`src/rtl/wb_mem_loader.sv`:
```
// Wishbone loader for the instruction/data SRAMs; parks the core until CTRL.run is set.
// state | meaning
// IDLE  | waiting for a hit in the BASE_ADDR window
// WR    | one-clock SRAM write strobe
// RA    | SRAM address presented for a read
// RD    | SRAM Q valid, captured into the read buffer
// ACK   | single-clock wishbone acknowledge
module wb_mem_loader #(
   parameter logic [15:0] BASE_ADDR = 16'h3000,
   parameter int          AW        = 8
) (
   input  logic          clk,
   input  logic          reset_n,
   input  logic          wbs_cyc_i,
   input  logic          wbs_stb_i,
   input  logic          wbs_we_i,
   input  logic [3:0]    wbs_sel_i,
   input  logic [31:0]   wbs_adr_i,
   input  logic [31:0]   wbs_dat_i,
   output logic          wbs_ack_o,
   output logic [31:0]   wbs_dat_o,
   output logic          mem_sel_i,
   output logic          mem_sel_d,
   output logic [1:0]    mem_we,
   output logic [AW-1:0] mem_addr,
   output logic [15:0]   mem_wdata,
   input  logic [15:0]   instr_rdata,
   input  logic [15:0]   data_rdata,
   input  logic          hlt,
   output logic          run,
   output logic          start
);

   typedef enum logic [2:0] {S_IDLE, S_WR, S_RA, S_RD, S_ACK} state_t;

   state_t        state_q, state_d;
   logic          rearm_q, rearm_d;
   logic          abort_q, abort_d;
   logic          is_data_q, is_data_d;
   logic [AW-1:0] addr_q, addr_d;
   logic [15:0]   wdata_q, wdata_d;
   logic [1:0]    be_q, be_d;
   logic [15:0]   rdata_q, rdata_d;
   logic          run_q, run_d;
   logic          start_q, start_d;
   logic          err_q, err_d;
   logic          hlt_q;

   logic [15:0] off;
   logic        req, hit, take, in_mem, is_data, is_ctrl, is_stat, mem_act;
   logic        unused_ok;

   assign unused_ok = ^{wbs_sel_i[3:2], wbs_dat_i[31:16]};
   assign off       = wbs_adr_i[15:0];
   assign req       = wbs_cyc_i & wbs_stb_i;
   // rearm_q blocks a strobe still held high from the transfer just acknowledged
   assign hit       = req & (wbs_adr_i[31:16] == BASE_ADDR) & ~rearm_q;
   assign take      = (state_q == S_IDLE) & hit;
   assign in_mem    = off < 16'h0800;
   assign is_data   = off[10];
   assign is_ctrl   = off == 16'h0800;
   assign is_stat   = off == 16'h0804;

   always_ff @(posedge clk or negedge reset_n) begin
      if (!reset_n) begin
         state_q <= S_IDLE;
      end else begin
         state_q <= state_d;
      end
   end

   always_comb begin
      state_d = state_q;
      case (state_q)
         S_IDLE:  if (hit) state_d = (in_mem & ~run_q) ? (wbs_we_i ? S_WR : S_RA) : S_ACK;
         S_WR:    state_d = (req & ~abort_q) ? S_ACK : S_IDLE;
         S_RA:    state_d = S_RD;
         S_RD:    state_d = (req & ~abort_q) ? S_ACK : S_IDLE;
         S_ACK:   state_d = S_IDLE;
         default: state_d = S_IDLE;
      endcase
   end

   always_comb begin
      mem_act   = (state_q == S_WR) | (state_q == S_RA) | (state_q == S_RD);
      wbs_ack_o = state_q == S_ACK;
      wbs_dat_o = wbs_ack_o ? {16'h0000, rdata_q} : 32'h0;
      mem_sel_i = mem_act & ~is_data_q;
      mem_sel_d = mem_act & is_data_q;
      mem_we    = (state_q == S_WR) ? be_q : 2'b00;
      mem_addr  = addr_q;
      mem_wdata = wdata_q;
      run       = run_q;
      start     = start_q;
   end

   always_comb begin
      rearm_d   = (state_q == S_ACK) ? req : (rearm_q & req);
      abort_d   = (state_q == S_IDLE) ? 1'b0 : (abort_q | ~req);
      is_data_d = is_data_q;
      addr_d    = addr_q;
      wdata_d   = wdata_q;
      be_d      = be_q;
      rdata_d   = rdata_q;
      run_d     = run_q;
      start_d   = 1'b0;
      err_d     = err_q;
      if (take) begin
         rdata_d = 16'h0000;
         if (in_mem) begin
            // the core owns the SRAMs while running: refuse the access and flag it
            if (run_q) begin
               err_d = 1'b1;
            end else begin
               is_data_d = is_data;
               addr_d    = wbs_adr_i[AW+1:2];
               be_d      = wbs_we_i ? wbs_sel_i[1:0] : 2'b00;
               if (wbs_we_i) wdata_d = wbs_dat_i[15:0];
            end
         end else if (is_ctrl) begin
            if (wbs_we_i) begin
               run_d   = wbs_dat_i[0];
               start_d = wbs_dat_i[0] & ~run_q;
            end else begin
               rdata_d = {15'b0, run_q};
            end
         end else if (is_stat) begin
            if (wbs_we_i) begin
               if (wbs_dat_i[1]) err_d = 1'b0;
            end else begin
               rdata_d = {14'b0, err_q, hlt_q};
            end
         end
      end
      if (state_q == S_RD) rdata_d = is_data_q ? data_rdata : instr_rdata;
   end

   always_ff @(posedge clk or negedge reset_n) begin
      if (!reset_n) begin
         rearm_q   <= 1'b0;
         abort_q   <= 1'b0;
         is_data_q <= 1'b0;
         addr_q    <= '0;
         wdata_q   <= 16'h0000;
         be_q      <= 2'b00;
         rdata_q   <= 16'h0000;
         run_q     <= 1'b0;
         start_q   <= 1'b0;
         err_q     <= 1'b0;
         hlt_q     <= 1'b0;
      end else begin
         rearm_q   <= rearm_d;
         abort_q   <= abort_d;
         is_data_q <= is_data_d;
         addr_q    <= addr_d;
         wdata_q   <= wdata_d;
         be_q      <= be_d;
         rdata_q   <= rdata_d;
         run_q     <= run_d;
         start_q   <= start_d;
         err_q     <= err_d;
         hlt_q     <= hlt;
      end
   end

endmodule

```
`config.mk`:
```
export PLATFORM = sky130hd
export DESIGN_NAME = wb_mem_loader
export DESIGN_NICKNAME = d
export VERILOG_FILES = /design/src/rtl/wb_mem_loader.sv
export SDC_FILE = /design/constraint.sdc
export NUM_CORES = 1
export LEC_CHECK = 0
export BUFFER_PORTS_ARGS = -buffer_cell sky130_fd_sc_hd__buf_2
export CORE_ASPECT_RATIO = 0.75
export CORE_MARGIN = 2
export CORE_UTILIZATION = 44
export CTS_BUF_LIST = sky130_fd_sc_hd__clkbuf_4
export DETAILED_ROUTE_END_ITERATION = 10
export PLACE_DENSITY = 0.83
export SYNTH_ARGS = -nofsm -noshare
export SYNTH_HDL_FRONTEND = slang
export SYNTH_SLANG_ARGS = --single-unit
```
`constraint.sdc`:
```
create_clock -name clk -period 3.4 [get_ports clk]
set_input_delay 0.68 -clock clk [delete_from_list [all_inputs] [get_ports clk]]
set_output_delay 0.68 -clock clk [all_outputs]
set_load 0.005 [all_outputs]
```
**After elaboration in Yosys (flattened, before gate mapping)**

Index checks and enable logic that the tools add are counted.

- Output and inout bits: 63
- RAM bits: 0
- Memories kept: 0
- Word-level logic and storage cells: 80
- Bits in registers: 52
- Latch bits: 0
- Memory bits (read-only): 0

- Order comparisons: 1
- Multiply operators: 0
- Shifts and indexed selects: 0
- Reduce and logical (&&, ||, !) cells: 10
- Bitwise gates (word level): 19
- Equality and inequality tests: 10
- Mux-type cells: 28
- Add/subtract/negate cells: 0
- Div/mod/pow operators: 0

Operator list:

| kind | count |
|---|---|
| 2-to-1 mux 16 bit | 6 |
| == test 16 x 12 -> 1 bit (second input constant) | 2 |
| == test 16 x 14 -> 1 bit (second input constant) | 1 |
| < comparator 16 x 12 -> 1 bit (second input constant) | 1 |
| 2-to-1 mux 1 bit | 13 |
| AND 1 bit | 10 |
| 2-to-1 mux 2 bit | 5 |
| 2-to-1 mux 3 bit | 3 |
| one-hot mux 3 bit (3 select lines) | 1 |
| AND reduction 4 bit | 2 |
| nonzero test 2 bit | 4 |
| == test 3 x 2 -> 1 bit (second input constant) | 2 |
| inequality test 2 bit (second input constant) | 3 |
| inverter 1 bit | 6 |
| AND reduction 6 bit | 1 |
| == test 3 x 1 -> 1 bit (second input constant) | 1 |
| == test 3 bit (second input constant) | 1 |
| zero test 3 bit | 1 |
| bitwise OR 1 bit | 3 |
| AND reduction 3 bit | 1 |
| OR reduction 2 bit | 1 |

**Depth between registers and ports, before layout**

Gate-level depths: netlist (run 1).

- Word-level depth: 6
- Gate-level depth with buffers: 7
- Gate-level depth less buffers: 5

**Worst setup path after synthesis (run 1)**

Ideal clock, no wire load.

- Path kind: in2reg
- Start: in wbs_adr_i[22]
- End: reg is_data_q
- Path slack: 0.479 ns
- Path buffers: 2
- Stages: 6
- Data arrival time: 2.796 ns
- Path through: or4_1 or4b_4 or4_1 buf_2 buf_6 mux2_4

- Longest elaborated chain between the ends: 5

RTL lines:

| element | RTL line | RTL |
|---|---|---|
| from (decl) | 18 | `input logic [31:0] wbs_adr_i,` |
| == test 16 x 14 -> 1 bit | 57 | `assign hit = req & (wbs_adr_i[31:16] == BASE_ADDR) & ~rearm_q;` |
| AND 1 bit (2 in a row) | 57 |  |
| AND 1 bit | 58 | `assign take = (state_q == S_IDLE) & hit;` |
| AND reduction 3 bit (no line) | -- |  |
| to (signal assigned) | 154 | `is_data_q <= is_data_d;` |
| to (decl) | 39 | `logic is_data_q, is_data_d;` |

No other way between the ends.
A chain may end at the register's enable or synchronous reset.

**Worst setup path after layout (run 1)**

- Start: in wbs_adr_i[18]
- End: reg wdata_q[12], in the netlist mem_wdata[12]

- Longest elaborated chain between the ends: 5

RTL lines:

| element | RTL line | RTL |
|---|---|---|
| == test 16 x 14 -> 1 bit | 57 |  |
| AND 1 bit (2 in a row) | 57 |  |
| AND 1 bit | 58 |  |
| AND reduction 4 bit (no line) | -- |  |
| to (signal assigned) | 156 | `wdata_q <= wdata_d;` |
| to (decl) | 41 | `logic [15:0] wdata_q, wdata_d;` |

No other way between the ends.

==> results of run 1 <==
cells in the mapped netlist, drive strengths merged:
| cell type | number | share of area [%] |
|---|---|---|
| clkbuf | 12 | 1.7 |
| conb | 1 | 0.14 |
| a21oi | 3 | 0.57 |
| or4b | 1 | 0.52 |
| nand2 | 22 | 3.1 |
| nor2 | 13 | 1.9 |
| or4 | 8 | 2.3 |
| o21ai | 2 | 0.38 |
| nor4bb | 3 | 1.1 |
| dfrtp | 52 | 49 |
| a41o | 1 | 0.38 |
| o22ai | 15 | 3.6 |
| mux2 | 26 | 12 |
| nand3 | 2 | 0.57 |
| nand4 | 2 | 0.47 |
| and3 | 16 | 3.8 |
| and3b | 1 | 0.33 |
| buf | 20 | 5.5 |
| nor4 | 4 | 0.95 |
| a31oi | 2 | 0.47 |
| a41oi | 1 | 0.33 |
| and4b | 1 | 0.38 |
| o32a | 1 | 0.38 |
| nand3b | 1 | 0.28 |
| nor3b | 1 | 0.28 |
| or3 | 2 | 0.47 |
| nor3 | 8 | 1.7 |
| or4bb | 1 | 0.43 |
| mux2i | 17 | 6.5 |
| and2 | 1 | 0.24 |
cell usage in the layout, fill, tap and decap left out, types with 7 or more instances in the layout:
master / n
nand2_1: 22
and3_1: 16
or4_1: 8
mux2i_1: 17
buf_4: 7
nor3_1: 7
o22ai_1: 15
nor2_1: 13
dfrtp_1: 52
mux2_2: 20
buf_2: 134
conb_1: 16
layer usage:
layer	GRT usage (%)	up-vias	routed length, um
met1	26.6	1098	2840
met3	5.75	9	546
met2	32.8	97	3170
li1	-	1108	-
met4	5.88	0	70
met5	0	-	0
layout make-up:
class,instances,area [um^2],share of cell area (%)
Multi-Input combinational cell,171,1210,35.8
Sequential cell,52,1300,38.5
Clock inverter,2,7.51,0.222
Timing Repair Buffer,141,723,21.4
Tap cell,78,97.6,2.89
Clock buffer,5,37.5,1.11
state kept, by name, summed over array words and instances (netlist names), 2 cells and up:
| signal | flops |
|---|---|
| mem_wdata | 16 |
| mem_addr | 8 |
| be_q | 2 |
| rdata_q | 16 |
| state_q | 3 |
worst reg2reg max path: stages, from the launching register on:
cell,delay [ns]
dfrtp_1,0.69
or3_1,0.53
nor3_2,0.39
nand3_2,0.42
mux2_2,0.42
cell families (layout without fill, tap and decap cells):
kind of cell,count (synthesis),count (layout),share of synthesized area [%]
buffers and inverters,32,148,7.21
AND/OR/NAND/NOR,87,87,18.8
flip-flops,52,52,49.3
multiplexers,43,43,18.4
other,1,16,0.142
AO/OA/AOI/OAI,25,25,6.07
power breakdown:
part | leakage (nW) | internal (W) | switching, W
registers | 0.646 | 0.000619 | 0.000000152
clock network | 0.0261 | 0.0000727 | 0.000181
logic | 1.23 | 0.0000438 | 0.0000425
metrics by stage:
stage          std cells  util, %
4_1_cts              449     58.2
3_5_place_dp         442     57.5
2_1_floorplan        255        -
6_report             449     58.2
5_1_grt              449     58.2
3_3_place_gp         442     57.5
how the worst max path moves through the flow:
stage | from | endpoint | depth (start not counted)
after CTS | wbs_adr_i[18] | mem_wdata[12]$_DFFE_PN0P_ | 6
after floorplan | wbs_adr_i[22] | is_data_q$_DFFE_PN0P_ | 6
final | wbs_adr_i[18] | mem_wdata[12]$_DFFE_PN0P_ | 6
after global placement | wbs_adr_i[18] | mem_wdata[3]$_DFFE_PN0P_ | 6
after detailed placement | wbs_adr_i[18] | mem_wdata[12]$_DFFE_PN0P_ | 6
after global routing | wbs_adr_i[22] | mem_wdata[13]$_DFFE_PN0P_ | 6
==> metrics.txt, run 1 <==
run status complete, no violations; Worst R2R Path Depth 4; insertion delay to the later sink of the worst-skew pair 0.36 ns; height of the die slightly above 70 um; crit-path cells buf_2 > or4_1 > or4b_4 > nor3_2 > nand3_2 > mux2_2; RR Endpoint mem_wdata[12]$_DFFE_PN0P_; hpwl dp between 5 and 6 mm; max_cap viols 0; Post-CTS Resized 0; Leak Pwr between 1.5 and 2 nW; Setup violations, final 0; Avg Inst Size Synth between 10 and 15 um^2; actual slew at the worst max-slew pin ~0.8 ns; Mapped Cells between 200 and 250; die area 0.00664 mm^2; PD cells between 200 and 300 mW/mm^2; clock buffer depth 2; Finished Cell Area approximately 0.0034 mm^2; Max Clk Rate approximately 350 MHz; number of distinct library cells after synthesis 36; RePlAce Congestion approximately 0.74; worst setup margin between 0.5 and 0.6 ns; vias per cell 5.15; starting DRC count in detailed routing 66; Placed Area 0.00333 mm^2; reg2reg start state_q[2]$_DFFE_PN0P_; Num CTS Buffers 5; Core Footprint 0.00580 mm^2; Max stage delay on crit path ~0.56 ns; CTS tree done; worst vdd ir between 0.00015 and 0.0002 V; Final Max Tran Viols 0; gr usage total between 20% and 30%; synth-to-layout area growth 28.0%; Worst EP arrival 3.09 ns; Worst Hold Class input pin to asynchronous set/reset pin; Design Power ~0.00096 W; max_slew headroom about half; I/O pin total about 170; Initial Util 45.5%; total gr overflow 0; Seq cells post-synth 52; initial antenna violation count 0; yosys warns 0; Slowest-stage cell, CP or4_1; WL/cell approximately 15 um; Worst Path Required roughly 3.7 ns; diode count 0; post-route setup TNS 0 ns; pre-CTS setup slack approximately 0.19 ns; fin crit period 2.82 ns; final wirelength between 6 and 7 mm; Seq/Total Area, Yosys between 40% and 50%; Die W about 93 um; Worst Skew between 0.003 and 0.004 ns; Hold Worst Slack 0.372 ns; CP bufs+invs 1; post-CTS setup buffers 0; row count 24; RSZ-0062 raised after global routing false; Mapped Area around 0.0026 mm^2; crit path kind input pin to flop; Top Family by Delay on Critical Path simple AND/OR/NAND/NOR gates; H-tree Lvls 2; Final Hold Vio Count 0; Critical Path Start Type input pin; layout cell share with drive strength beyond 1 47.4%; CTS root buffer clkbuf_4; largest net degree at the start of global routing 36; final period utilization between 80% and 90%; first-pass GRT wire length between 10 and 15 mm; CTS sink cnt 52; Fillers 535; Port Buffers around 130; vias in the first global route 2199; Clock transition at path regs 0.14 ns; FF-to-FF setup slack around 0.85 ns; Max FO, Critical Path 16; hold_buf cts 0; first drt pass iteration count 4; NumNets Final 477; Residual DRC 0; Crit. End Element flop; vias post-DR 2312; antenna-violating nets left 0
Power figures use the tool's default switching activity.
==> run 2, diff against run 1 <==
==> constraint.sdc (replaced) <==
create_clock -name clk -period 3 [get_ports clk]
set_input_delay 0.6 -clock clk [delete_from_list [all_inputs] [get_ports clk]]
set_output_delay 0.6 -clock clk [all_outputs]
set_load 0.005 [all_outputs]
==> run 2 against run 1 <==
Clock skew is 0.0033 ns higher. Worst setup slack worse by 0.13 ns. Clock power is 54% higher. Register-to-register slack lost 0.07 ns. Combinational power rose by 14%. Sequential cell count unchanged. Global-route usage up 0.44 points. Sequential power is 13% higher. Via count fell by 0.17%. Utilization up 0.91 points. Cell count up 0.89%. Routed wire length rose by 2.6%.
==> metrics.txt, run 2 (synthesized netlist as in run 1, its figures left out) <==
run status complete, no violations; post-route setup TNS 0 ns; first drt pass iteration count 4; Num CTS Buffers 5; crit path kind input pin to flop; largest net degree at the start of global routing 34; Initial Util between 40% and 50%; Worst R2R Path Depth 5; Crit. End Element flop; post-CTS setup buffers 0; max_cap viols 0; Port Buffers approximately 130; H-tree Lvls 2; Residual DRC 0; RePlAce Congestion 0.728; Worst EP arrival around 2.8 ns; hpwl dp approximately 5.3 mm; Leak Pwr around 1.9 nW; max_slew headroom about 50%; Clock transition at path regs roughly 0.14 ns; Max Clk Rate between 300 and 400 MHz; Final Hold Vio Count 0; CTS sink cnt 52; PD cells 347 mW/mm^2; worst vdd ir around 0.00027 V; die area 0.00664 mm^2; Fillers about 520; Worst Path Required ~3.3 ns; insertion delay to the later sink of the worst-skew pair 0.38 ns; NumNets Final between 400 and 500; register area approximately 0.0013 mm^2; Die W roughly 93 um; vias per cell about 5; CTS root buffer clkbuf_4; Max FO, Critical Path 13; Final Max Tran Viols 0; layout cell share with drive strength beyond 1 approximately 48%; Util after Layout 59.2%; Worst Skew 0.00680 ns; WL/cell 15.0 um; total gr overflow 0; Post-CTS Resized 0; gr usage total 20.6%; vias post-DR 2308; diode count 0; synth-to-layout area growth 30.0%; most frequent cells in the layout buf_2, dfrtp_1, nand2_1; CTS tree done; Core Footprint 0.00580 mm^2; Worst Hold Class input pin to asynchronous set/reset pin; hold_buf cts 0; final period utilization a little under nine tenths; Critical Path Start Type input pin; RSZ-0062 raised after global routing false; I/O pin total roughly 170; starting DRC count in detailed routing 89; fin crit period 2.55 ns; first-pass GRT wire length 10.7 mm; actual slew at the worst max-slew pin 0.750 ns; multi-input logic area roughly 0.0012 mm^2; initial antenna violation count 0; height of the die slightly above 70 um; commonest non-fill, non-tap cell in the layout buf_2; Setup violations, final 0; vias in the first global route 2295; clock buffer depth 2; final wirelength about 6.8 mm; row count 24; antenna-violating nets left 0
run 2: worst max-delay path: stages:
cell and delay [ns]:
buf_2 0.09, or4_1 0.56, or4b_4 0.54, or4_1 0.51
buf_4 0.22, mux2_4 0.31
run 2: path summary, 6_finish.rpt:
path	from	to	slack (ns)
worst max-delay path	wbs_adr_i[18]	mem_addr[7]$_DFFE_PN0P_	0.45
worst min register to register	be_q[1]$_DFFE_PN0P_	be_q[1]$_DFFE_PN0P_	0.50
worst min-delay path	reset_n	mem_wdata[11]$_DFFE_PN0P_	0.26
min in group clk	hlt	hlt_q$_DFF_PN0_	0.32
worst max register to register	rearm_q$_DFF_PN0_	rdata_q[15]$_DFFE_PN0P_	0.78
max in group asynchronous	reset_n	rdata_q[7]$_DFFE_PN0P_	1.98
run 2: where the power goes:
group          leakage, nW  internal (W)  total (W)  switching, W
registers            0.646      0.000702   0.000702   0.000000212
clock network       0.0403      0.000171   0.000390      0.000219
logic                 1.25     0.0000497  0.0000983     0.0000485
run 2: area by class of cell:
| class | count | area share, % |
|---|---|---|
| flip-flops and latches | 52 | 38.0 |
| repair buffers | 144 | 21.8 |
| well taps | 78 | 2.85 |
| multi-input cells | 171 | 35.3 |
| clock inverters | 3 | 1.09 |
| clock buffers | 5 | 1.09 |
run 2: through the flow:
| stage | hold slack (ns) | cell area, um^2 | cells | worst slack, ns | total power, W |
|---|---|---|---|---|---|
| after global routing | 0.287 | 3430 | 453 | 0.415 | 0.00124 |
| after global placement | 0.465 | 3350 | 445 | 0.0649 | 0.000811 |
| final | 0.265 | 3430 | 453 | 0.448 | 0.00119 |
| after detailed placement | 0.468 | 3350 | 445 | 0.0437 | 0.000815 |
| after CTS | 0.284 | 3430 | 453 | 0.453 | 0.00120 |
| after floorplan | 0.304 | 2690 | 255 | 0.159 | 0.000752 |
run 2: layer usage:
metal	GRT usage [%]	vias up	share of wire (%)
met2	35.7	89	50
li1	-	1110	-
met1	25.3	1102	41
met5	0	-	0
met4	6.37	0	1.1
met3	5.43	7	7.2
==> run 3, diff against run 2 <==
--- a/config.mk
+++ b/config.mk
@@ -6,6 +6,7 @@
 export NUM_CORES = 1
 export LEC_CHECK = 0
 export BUFFER_PORTS_ARGS = -buffer_cell sky130_fd_sc_hd__buf_2
+export CAP_MARGIN = 20
 export CORE_ASPECT_RATIO = 0.75
 export CORE_MARGIN = 2
 export CORE_UTILIZATION = 44
==> constraint.sdc (replaced) <==
create_clock -name clk -period 2.6 [get_ports clk]
set_input_delay 0.52 -clock clk [delete_from_list [all_inputs] [get_ports clk]]
set_output_delay 0.52 -clock clk [all_outputs]
set_load 0.005 [all_outputs]
==> run 3 against run 2 <==
Non-clock buffer count increased by 5. Total power increased by 7.3%. Register-to-register slack got worse by 0.47 ns. Critical path type unchanged. Via count decreased by 0.30%. First-iteration DRC count increased by 4.5%. Critical endpoint is now mem_addr[5]$_DFFE_PN0P_.
==> metrics.txt, run 3 (synthesized netlist as in run 1, its figures left out) <==
run status complete, no violations; vias per cell between 5 and 6; final wirelength around 6.5 mm; fin crit period about 2.4 ns; Num CTS Buffers 5; register area between 0.001 and 0.0015 mm^2; H-tree Lvls 2; multi-input logic area between 0.001 and 0.0015 mm^2; Setup violations, final 0; Design Power 0.00128 W; gr usage total approximately a fifth; layout cell share with drive strength beyond 1 approximately 50%; Finished Cell Area around 0.0035 mm^2; Leak Pwr 1.95 nW; hpwl dp between 5 and 6 mm; CTS root buffer clkbuf_4; Fillers roughly 520; Post-CTS Resized 0; first drt pass iteration count 4; RSZ-0062 raised after global routing false; clock buffer depth 2; Core Footprint roughly 0.0058 mm^2; Final Hold Vio Count 0; hold_buf cts 0; Max FO, Critical Path 10; Clock transition at path regs approximately 0.15 ns; Worst Skew 0.0186 ns; CTS tree done; vias post-DR around 2300; Die W 93.4 um; Util after Layout 59.8%; final period utilization between 90% and 100%; NumNets Final between 400 and 500; I/O pin total 169; initial antenna violation count 0; total gr overflow 0; Initial Util 45.5%; Port Buffers between 100 and 150; actual slew at the worst max-slew pin around 0.56 ns; synth-to-layout area growth 31.5%; worst vdd ir ~0.00027 V; Worst Path Required between 2 and 3 ns; max_slew headroom a little over three fifths; starting DRC count in detailed routing 93; RePlAce Congestion 0.776; commonest non-fill, non-tap cell in the layout buf_2; most frequent cells in the layout buf_2, dfrtp_1, nand2_1; crit path kind input pin to flop; row count 24; die area 0.00664 mm^2; Crit. End Element flop; PD cells 368 mW/mm^2; WL/cell ~14 um; Residual DRC 0; Critical Path Start Type input pin; Worst R2R Path Depth 5; Max Clk Rate ~420 MHz; height of the die about 70 um; Final Max Tran Viols 0; first-pass GRT wire length 10.6 mm; vias in the first global route approximately 2300; Worst Hold Class input pin to asynchronous set/reset pin; CTS sink cnt 52; largest net degree at the start of global routing 31; diode count 0; insertion delay to the later sink of the worst-skew pair approximately 0.36 ns; antenna-violating nets left 0; Placed Area 0.00341 mm^2; post-CTS setup buffers 0; Worst EP arrival approximately 2.6 ns; max_cap viols 0; post-route setup TNS 0 ns
[run 3: path summary, 6_finish.rpt]
path	startpoint	slack, ns	to
setup / recovery	wbs_adr_i[18]	0.24	mem_addr[5]$_DFFE_PN0P_
setup reg to reg	rearm_q$_DFF_PN0_	0.31	rdata_q[14]$_DFFE_PN0P_
hold / removal	reset_n	0.11	mem_wdata[4]$_DFFE_PN0P_
max in group asynchronous	reset_n	1.82	rdata_q[7]$_DFFE_PN0P_
min in group clk	hlt	0.25	hlt_q$_DFF_PN0_
hold reg to reg	be_q[0]$_DFFE_PN0P_	0.51	be_q[0]$_DFFE_PN0P_
[run 3: through the flow]
step | worst slack, ns | hold slack, ns | cells
after floorplan | -0.0846 | 0.224 | 255
after global placement | -0.120 | 0.464 | 450
after detailed placement | -0.135 | 0.482 | 450
after CTS | 0.261 | 0.119 | 458
after global routing | 0.225 | 0.130 | 458
final | 0.239 | 0.114 | 458
[run 3: metal layers]
metal  vias to the layer above  part of all wire (%)  track usage (%)
li1                       1120                     -                -
met1                      1073                    42             25.7
met2                       103                    48             34.1
met3                         5                   9.4             6.07
met4                         0                  0.72             4.41
met5                         -                     0                0
[run 3: power breakdown]
part / switching (W) / internal (W)
Combinational: 0.0000557 / 0.0000604
Sequential: 0.000000202 / 0.000810
Clock: 0.000248 / 0.000102
[run 3: layout make-up]
| cell class | count | share of cell area [%] |
|---|---|---|
| clock buffers | 5 | 1.08 |
| clock inverters | 3 | 0.541 |
| flip-flops and latches | 52 | 37.5 |
| well taps | 78 | 2.81 |
| repair buffers | 149 | 23.0 |
| multi-input cells | 171 | 35.1 |
[run 3: critical path: stages]
cell and delay [ns]:
buf_2 0.09, or4_4 0.52, or4b_4 0.57, or4_4 0.56, mux2_4 0.34
